**config.mk**
```make
export PLATFORM = sky130hd
export DESIGN_NAME = bram_port_arbiter
export DESIGN_NICKNAME = d
export VERILOG_FILES = /design/src/rtl/mhp_pkg.sv /design/src/rtl/rr_pick.sv /design/src/rtl/bram_port_arbiter.sv
export SDC_FILE = /design/constraint.sdc
export NUM_CORES = 1
export LEC_CHECK = 0
export CAP_MARGIN = 25
export CORE_ASPECT_RATIO = 1.4
export CORE_MARGIN = 2
export CORE_UTILIZATION = 30
export CTS_BUF_LIST = sky130_fd_sc_hd__clkbuf_8
export CTS_CLUSTER_SIZE = 25
export DETAILED_ROUTE_END_ITERATION = 12
export PLACE_DENSITY = 0.72
export SYNTH_ARGS = -nofsm -noshare
export SYNTH_HDL_FRONTEND = slang
export SYNTH_SLANG_ARGS = --single-unit
```
**constraint.sdc**
```tcl
create_clock -name i_clk -period 2.9 [get_ports i_clk]
set_input_delay 0.58 -clock i_clk [delete_from_list [all_inputs] [get_ports i_clk]]
set_output_delay 0.58 -clock i_clk [all_outputs]
set_load 0.01 [all_outputs]
```
**src/rtl/mhp_pkg.sv**
```systemverilog
// Shared constants and types for the mhp record-BRAM datapath.
package mhp_pkg;

    localparam int BRAM_AW = 10;
    localparam int BRAM_DW = 8;

    localparam int REQ_SCS  = 0;
    localparam int REQ_SET  = 1;
    localparam int REQ_SEND = 2;

    typedef enum logic {
        ARB = 1'b0,
        OWN = 1'b1
    } arb_state_t;

endpackage

```
**src/rtl/rr_pick.sv**
```systemverilog
// Combinational round-robin picker: first request above the last owner.
module rr_pick #(
    parameter int N_REQ = 3,
    parameter int IW    = (N_REQ > 1) ? $clog2(N_REQ) : 1
) (
    input  logic [N_REQ-1:0] req,
    input  logic [IW-1:0]    last,
    output logic [N_REQ-1:0] onehot,
    output logic [IW-1:0]    idx
);

    logic [IW:0] s;

    // Scan from farthest to nearest so the nearest candidate wins.
    always_comb begin
        onehot = '0;
        idx    = '0;
        s      = '0;
        for (int i = N_REQ; i >= 1; i--) begin
            s = {1'b0, last} + (IW+1)'(i);
            if (s >= (IW+1)'(N_REQ))
                s = s - (IW+1)'(N_REQ);
            if (req[s[IW-1:0]]) begin
                onehot              = '0;
                onehot[s[IW-1:0]]   = 1'b1;
                idx                 = s[IW-1:0];
            end
        end
    end

endmodule

```
**src/rtl/bram_port_arbiter.sv**
```systemverilog
// Request/grant arbiter sharing the single-port record BRAM,
// with bounded round-robin bursts and tagged read return.
module bram_port_arbiter
    import mhp_pkg::*;
#(
    parameter int N_REQ     = 3,
    parameter int AW        = BRAM_AW,
    parameter int DW        = BRAM_DW,
    parameter int MAX_BURST = 16
) (
    input  logic                i_clk,
    input  logic                i_rst,
    input  logic [N_REQ-1:0]    i_req,
    input  logic [N_REQ-1:0]    i_we,
    input  logic [N_REQ*AW-1:0] i_addr,
    input  logic [N_REQ*DW-1:0] i_wdata,
    output logic [N_REQ-1:0]    o_gnt,
    output logic [N_REQ-1:0]    o_rvalid,
    output logic [DW-1:0]       o_rdata,
    output logic                o_mem_en,
    output logic                o_mem_we,
    output logic [AW-1:0]       o_mem_addr,
    output logic [DW-1:0]       o_mem_wdata,
    input  logic [DW-1:0]       i_mem_rdata
);

    localparam int IW = (N_REQ > 1) ? $clog2(N_REQ) : 1;
    localparam int CW = $clog2(MAX_BURST + 1);
    localparam logic [CW-1:0] CMAX = CW'(MAX_BURST);

    arb_state_t     state;
    logic [IW-1:0]  owner;
    logic [IW-1:0]  last_owner;
    logic [CW-1:0]  cnt;
    logic [CW-1:0]  cnt_nx;

    logic [N_REQ-1:0] pick_oh;
    logic [IW-1:0]    pick_idx;

    logic access;
    logic own_req;
    logic others;
    logic expire;

    rr_pick #(
        .N_REQ (N_REQ),
        .IW    (IW)
    ) u_pick (
        .req    (i_req),
        .last   (last_owner),
        .onehot (pick_oh),
        .idx    (pick_idx)
    );

    assign own_req = i_req[owner];
    assign access  = |(o_gnt & i_req);
    assign others  = |(i_req & ~o_gnt);
    assign cnt_nx  = (cnt == CMAX) ? cnt : cnt + CW'(1);
    assign expire  = (cnt_nx == CMAX) && others;
    assign o_rdata = i_mem_rdata;

    // Only the owner's buses reach the BRAM, and only on access cycles.
    always_comb begin
        o_mem_en    = access;
        o_mem_we    = 1'b0;
        o_mem_addr  = '0;
        o_mem_wdata = '0;
        if (access) begin
            o_mem_we    = i_we[owner];
            o_mem_addr  = i_addr[owner*AW +: AW];
            o_mem_wdata = i_wdata[owner*DW +: DW];
        end
    end

    always_ff @(posedge i_clk) begin
        if (i_rst) begin
            state      <= ARB;
            o_gnt      <= '0;
            o_rvalid   <= '0;
            cnt        <= '0;
            owner      <= '0;
            last_owner <= IW'(N_REQ - 1);
        end else begin
            o_rvalid <= o_gnt & {N_REQ{access & ~i_we[owner]}};
            unique case (state)
                ARB: begin
                    if (|i_req) begin
                        state <= OWN;
                        o_gnt <= pick_oh;
                        owner <= pick_idx;
                        cnt   <= '0;
                    end
                end
                OWN: begin
                    if (!own_req || expire) begin
                        state      <= ARB;
                        o_gnt      <= '0;
                        last_owner <= owner;
                    end else begin
                        cnt <= cnt_nx;
                    end
                end
                default: state <= ARB;
            endcase
        end
    end

endmodule
```
==> results of run 1 <==
==> per-layer routing <==
layer / wire, microns / track usage [%]
met5: 0 / 0
met3: 480 / 2.726
met2: 2454 / 29.58
met1: 2060 / 18.84
met4: 85 / 4.762
==> layout by cell type, fill, tap and decap left out, types with 3 or more instances in the layout <==
cell type / count
clkdlybuf4s50_1: 87
nor2_1: 50
a21oi_1: 28
mux2i_1: 21
dfxtp_1: 16
inv_1: 13
nand2_1: 12
buf_4: 11
nand3_1: 7
o21ai_0: 7
a31oi_1: 5
ha_1: 5
and2_1: 4
clkbuf_8: 4
o22ai_1: 3
nor3_1: 3
==> metrics by stage <==
stage,power [mW],cells,instance area [sq um]
detailed placement,0.6884,376,2552
finish,0.8834,380,2608
global placement,0.6835,376,2552
CTS,0.8884,380,2608
floorplan,0.4952,236,1639
global route,0.9394,380,2608
==> registers in the layout, indices dropped and copies added (netlist names) <==
signal	cells
state	1
o_rvalid	3
owner	2
cnt	5
last_owner	2
o_gnt	3
==> where the power goes <==
part	switching, mW	internal [mW]
combinational	0.199	0.235
clock	0.0791	0.121
sequential	0.0166	0.233
total	0.295	0.588
==> layout make-up <==
| class | count | area (sq um) |
|---|---|---|
| flip-flops and latches | 16 | 320.3 |
| repair buffers | 98 | 953.4 |
| inverters | 13 | 48.80 |
| well taps | 66 | 82.58 |
| fillers | 522 | 2629 |
| clock buffers | 4 | 55.05 |
| multi-input cells | 183 | 1147 |
==> final timing paths <==
path	endpoint	slack [ns]	depth (start not counted)
max	o_mem_addr[4]	0.07	5
min	o_rvalid[1]	0.53	1
max reg2reg	cnt[0]	0.64	9
min reg2reg	o_rvalid[1]	0.53	1
==> kinds of logic after synthesis <==
| logic type | Yosys count | share of synthesized area [%] |
|---|---|---|
| adder cells (fa/ha/maj) | 5 | 3.817 |
| AND/OR/NAND/NOR | 93 | 27.33 |
| buffers and inverters | 37 | 10.46 |
| multiplexers | 22 | 13.51 |
| AO/OA/AOI/OAI | 61 | 24.28 |
| flip-flops | 16 | 19.54 |
| XOR/XNOR | 2 | 1.069 |
==> qor.csv, run 1 <==
stage;metric;value;unit
clocking;clock_sinks;16;
final_layout;fin_util;49.80;%
clocking;post_cts_resized;0;
synth;ys_async_sr_fraction;0;%
synth;ys_ff_latch;16;
clocking;cts.clk_slew.worst_paths;0.06;ns
routing;vias;1960;
die;coreArea;5236;sq um
timing;timing.fmax;353.8;MHz
synth;yosysTopAreaCell;dfxtp_1;
synth;synth_edf_count;0;
synth;synth_ff_type;dfxtp_1;
timing;setup-violations-final;0;
placement;dp_hpwl;4031;microns
power_and_ir_drop;p_per_area;338.8;nW/um^2
routing;initialDrtViolationCount;89;
worst_setup_path;slowest_stage;clkdlybuf4s50_1;
worst_setup_path;crit_chain;clkdlybuf4s50_1 > a222oi_1 > buf_4 > nor2_1 > clkdlybuf4s50_1;
die;chipHeight;91.46;microns
power_and_ir_drop;p_leak;1.006;nW
timing;totalNegativeSetupSlack;0;ns
worst_setup_path;crit_family;buffers and inverters;
clocking;post_cts_buffers;0;
synth;synthTopCellsByCount;50 x nor2_1, 28 x a21oi_1, 21 x mux2i_1, 16 x dfxtp_1, 13 x inv_1;
final_layout;area_growth;59.08;%
placement;numPortBuffers;87;
global_route;track_usage;16.26;%
worst_setup_path;worst-path-buf-inv;3;
routing;first_pass_iters;4;
final_layout;drive_gt1_share;7.006;%
synth;synth_cells;236;
routing;drt_wl_total;5080;microns
die;die_x;66.47;microns
synth;yosys_warnings;0;
clocking;cts_tree;built;
timing;fin_skew;0.002085;ns
worst_setup_path;cp_max_fo;20;
worst_setup_path;crit_path_max_incr_delay;0.48;ns
clocking;numCtsBuffers;3;
worst_setup_path;path_class;in -> out;
global_route;grt_pass1_vias;1734;
routing;avgViaCountPerCell;5.158;
outcome;status;finished, final reports clean;
hold_path;min_from;o_gnt[1];
synth;synth_nets;311;
synth;synth_cell_type_count;44;
synth;yosysSeqAreaShare;19.54;%
worst_setup_path;critPathLaunchType;primary input;
placement;gp_congestion;0.8248;
timing;relSlewSlack;64.99;%
flow_run;drv_cap;0;
timing;finalMaxSlewViolations;0;
clocking;clk_latency;0.25;ns
timing;hold_violations;0;
worst_setup_path;cp-end-kind;output port;
global_route;grt_max_degree;21;
worst_setup_path;arrival;2.25;ns
timing;hold_ws;0.5306;ns
routing;ant_nets;0;
timing;finalWorstSetupSlack;0.07370;ns
timing;period_share;97.46;%
synth;netlist_area;1639;sq um
routing;wl_per_cell;13.37;microns
worst_setup_path;critical_path_required;2.32;ns
placement;post-place-ws;0.07831;ns
final_layout;fin_nets;390;
hold_path;hp-class;reg -> reg;
global_route;gr-total-overflow;0;
clocking;root_buffer;clkbuf_8;
synth;syn_avg_cell_area;6.945;sq um
worst_setup_path;crit_start;i_req[0];
worst_setup_path;cpMostUsedCell;clkdlybuf4s50_1;
power_and_ir_drop;ir_worst_vdd;0.1765;mV
synth;yosysMostFrequentCell;nor2_1;
global_route;antenna_found_initial;0;
clocking;htreeDepth;1;
clocking;postCtsHoldBufs;0;
die;start_util;31.30;%
die;dieArea;6079;sq um
synth;synthTopCellsByArea;dfxtp_1 20%, mux2i_1 13%, nor2_1 11%, a21oi_1 8.5%, ha_1 3.8%;
clocking;clockBufferDepth;2;
die;num_io_pins;104;
timing;rsz0062_at_grt;no;
die;num_rows;31;
final_layout;diodes;0;
routing;drc_errors;0;
timing;max_slew.worst_pin.slew;0.5236;ns
worst_setup_path;r2r-start;cnt[0];
global_route;grt_first_pass_wirelength;8114;microns
timing;fin_crit;2.826;ns
synth;synth_top_area_share;19.54;%
No activity file was read; power rests on OpenSTA's default activity.
==> run 2: changes to the inputs <==
Settings changed: SKIP_CTS_REPAIR_TIMING set to 1.
==> results of run 2 <==
Same layout as run 1: the final DEF is identical, and so are final timing and power.
==> run 3: changes to the inputs <==
Settings changed: CORE_ASPECT_RATIO 1.4 to 0.7, SKIP_LAST_GASP set to 1.
==> run 3 against run 2 <==
Against the previous run:
- non-clock buffer count grew 1
- clock skew is 0.00094 ns lower
- worst setup slack better by 0.045 ns
- maximum frequency is 1.6% higher
- first-iteration DRC count rose by 60%
- cell count rose by 1.8%
- die area barely moved
- flip-flop and latch count did not move
- routed wire length increased by 0.83%
- critical path type unchanged
- critical endpoint is now o_mem_en
- largest cell class unchanged
==> qor.csv, run 3 (synthesis gave the netlist of run 1 again) <==
stage;metric;value;unit;change
clocking;clockBufferDepth;2;;unchanged
timing;period_share;95.92;%;-1.5 points
placement;post-place-ws;0.1194;ns;+0.04110 ns
timing;hold_ws;0.5212;ns;-0.009371 ns
routing;first_pass_iters;4;;unchanged
global_route;track_usage;16.23;%;-0.037 points
final_layout;mostFrequentLayoutCell;clkdlybuf4s50_1;;
routing;wl_per_cell;13.24;microns;-1.0%
timing;finalMaxSlewViolations;0;;unchanged
worst_setup_path;critPathLaunchType;primary input;;
timing;finalWorstSetupSlack;0.1183;ns;+0.04457 ns
routing;drt_wl_total;5122;microns;+0.83%
final_layout;nFillCells;521;;-0.19%
global_route;grt_first_pass_wirelength;8121;microns;about the same
clocking;clock_sinks;16;;unchanged
outcome;status;finished, final reports clean;;
clocking;clk_latency;0.25;ns;about the same
timing;relSlewSlack;70.99;%;+6.0 points
hold_path;hp-class;reg -> reg;;
power_and_ir_drop;p_sw_share;33.47;%;+0.075 points
final_layout;mostFrequentLayoutCells;87 x clkdlybuf4s50_1, 50 x nor2_1, 28 x a21oi_1;;
die;chipHeight;65.84;microns;-28%
power_and_ir_drop;power_frac_seq;28.1;%;-0.2 points
routing;ant_nets;0;;unchanged
worst_setup_path;r2r_end;cnt[2];;
final_layout;multiInputGateArea;1147;sq um;unchanged
die;num_rows;22;;-29%
worst_setup_path;rr_worst_depth;8;;-1
clocking;numCtsBuffers;3;;unchanged
worst_setup_path;cp-end-kind;output port;;
timing;fin_skew;0.001145;ns;-0.0009395 ns
final_layout;regArea;320.3;sq um;unchanged
placement;dp_hpwl;4044;microns;+0.32%
die;num_io_pins;104;;unchanged
timing;timing.fmax;359.5;MHz;+1.6%
flow_run;drv_cap;0;;unchanged
hold_path;min_from;o_gnt[1];;
hold_path;hold-path-endpoint;o_rvalid[1];;
clocking;root_buffer;clkbuf_8;;
timing;rsz0062_at_grt;no;;
die;dieArea;6080;sq um;about the same
routing;initialDrtViolationCount;142;;+60%
final_layout;design_area;2635;sq um;+1.1%
clocking;cts_tree;built;;
final_layout;largest_register_ff_count;5;;unchanged
final_layout;reg_top3;cnt (5), o_gnt (3), o_rvalid (3);;
final_layout;diodes;0;;unchanged
final_layout;fin_nets;391;;+0.26%
global_route;grt_pass1_vias;1741;;+0.40%
die;die_x;92.35;microns;+39%
hold_path;hold_depth;1;;unchanged
routing;avgViaCountPerCell;4.990;;-3.3%
placement;numPortBuffers;87;;unchanged
worst_setup_path;rrSetupSlack;0.67;ns;+0.03 ns
routing;dr_wl_met2;2318;microns;-5.5%
timing;totalNegativeSetupSlack;0;ns;unchanged
timing;max_slew.worst_pin.slew;0.4351;ns;-0.08847 ns
routing;route.met3.wl;482;microns;+0.42%
worst_setup_path;critical_path_required;2.32;ns;about the same
global_route;grt_max_degree;23;;+9.5%
power_and_ir_drop;p_sw;0.2973;mW;+0.78%
routing;maxUsedRoutingLayer;met4;;
placement;dpl_cell_area;2580;sq um;+1.1%
worst_setup_path;cp_max_fo;20;;unchanged
power_and_ir_drop;p_leak;1.013;nW;+0.76%
power_and_ir_drop;p_per_area;337.1;nW/um^2;-0.49%
routing;vias;1931;;-1.5%
die;start_util;31.18;%;-0.13 points
worst_setup_path;arrival;2.20;ns;-0.05 ns
worst_setup_path;r2r-start;cnt[0];;
power_and_ir_drop;power_frac_comb;49.7;%;+0.6 points
timing;setup-violations-final;0;;unchanged
routing;drt-met1-wl;2307;microns;+12%
final_layout;top_register;cnt;;
die;coreArea;5258;sq um;+0.41%
power_and_ir_drop;ir_worst_vdd;0.1820;mV;+3.1%
worst_setup_path;path_class;in -> out;;
clocking;cts.clk_slew.worst_paths;0.06;ns;about the same
timing;hold_violations;0;;unchanged
timing;fin_crit;2.782;ns;-0.04457 ns
power_and_ir_drop;p_int;0.5910;mW;+0.45%
final_layout;area_growth;60.76;%;
placement;gp_congestion;0.8198;;-0.61%
clocking;htreeDepth;1;;unchanged
global_route;gr-total-overflow;0;;unchanged
routing;drc_errors;0;;unchanged
global_route;antenna_found_initial;0;;unchanged
power_and_ir_drop;p_clk_share;22.2;%;-0.4 points
final_layout;drive_gt1_share;7.302;%;+0.30 points
==> run 3: final cells by class <==
cell class / instances / share of cell area, %
sequential: 16 / 12.16
timing repair buffer: 99 / 36.94
inverter: 13 / 1.852
clock buffer: 4 / 2.089
tap: 72 / 3.419
multi-input combinational: 183 / 43.54
==> run 3: how the worst max path moves through the flow <==
stage,slack [ns],cells after the start,start,to
after floorplan,0.48,5,i_req[0],o_mem_addr[6]
after global placement,0.15,5,i_req[0],o_mem_addr[8]
after detailed placement,0.12,5,i_req[0],o_mem_en
after CTS,0.10,5,i_req[0],o_mem_en
after global routing,0.03,5,i_req[0],o_mem_wdata[0]
final,0.12,5,i_req[0],o_mem_en
==> run 3: critical path, stage by stage <==
cell and delay, ns:
clkdlybuf4s50_1 0.43, a222oi_1 0.33, buf_4 0.29, inv_1 0.09, clkdlybuf4s50_1 0.48
==> run 3: per-stage QoR <==
step	instances	util, %	power (mW)
floorplan	236	-	0.4952
global placement	383	49.07	0.6879
detailed placement	383	49.07	0.6945
CTS	387	50.12	0.8945
global route	387	50.12	0.9497
finish	387	50.12	0.8883
==> run 3: power by group through the flow <==
stage                     registers [mW]  logic (mW)  clock network (mW)
after floorplan                    0.251       0.244                   0
after global routing               0.252       0.484               0.214
final                              0.249       0.442               0.197
after global placement             0.253       0.435                   0
after CTS                          0.249       0.442               0.203
after detailed placement           0.254       0.441                   0
==> run 3: per-layer routing <==
layer	track usage (%)	vias to the layer above
met3	3.991	4
li1	-	979
met4	2.425	0
met2	26.55	81
met1	22.16	867
met5	0	-
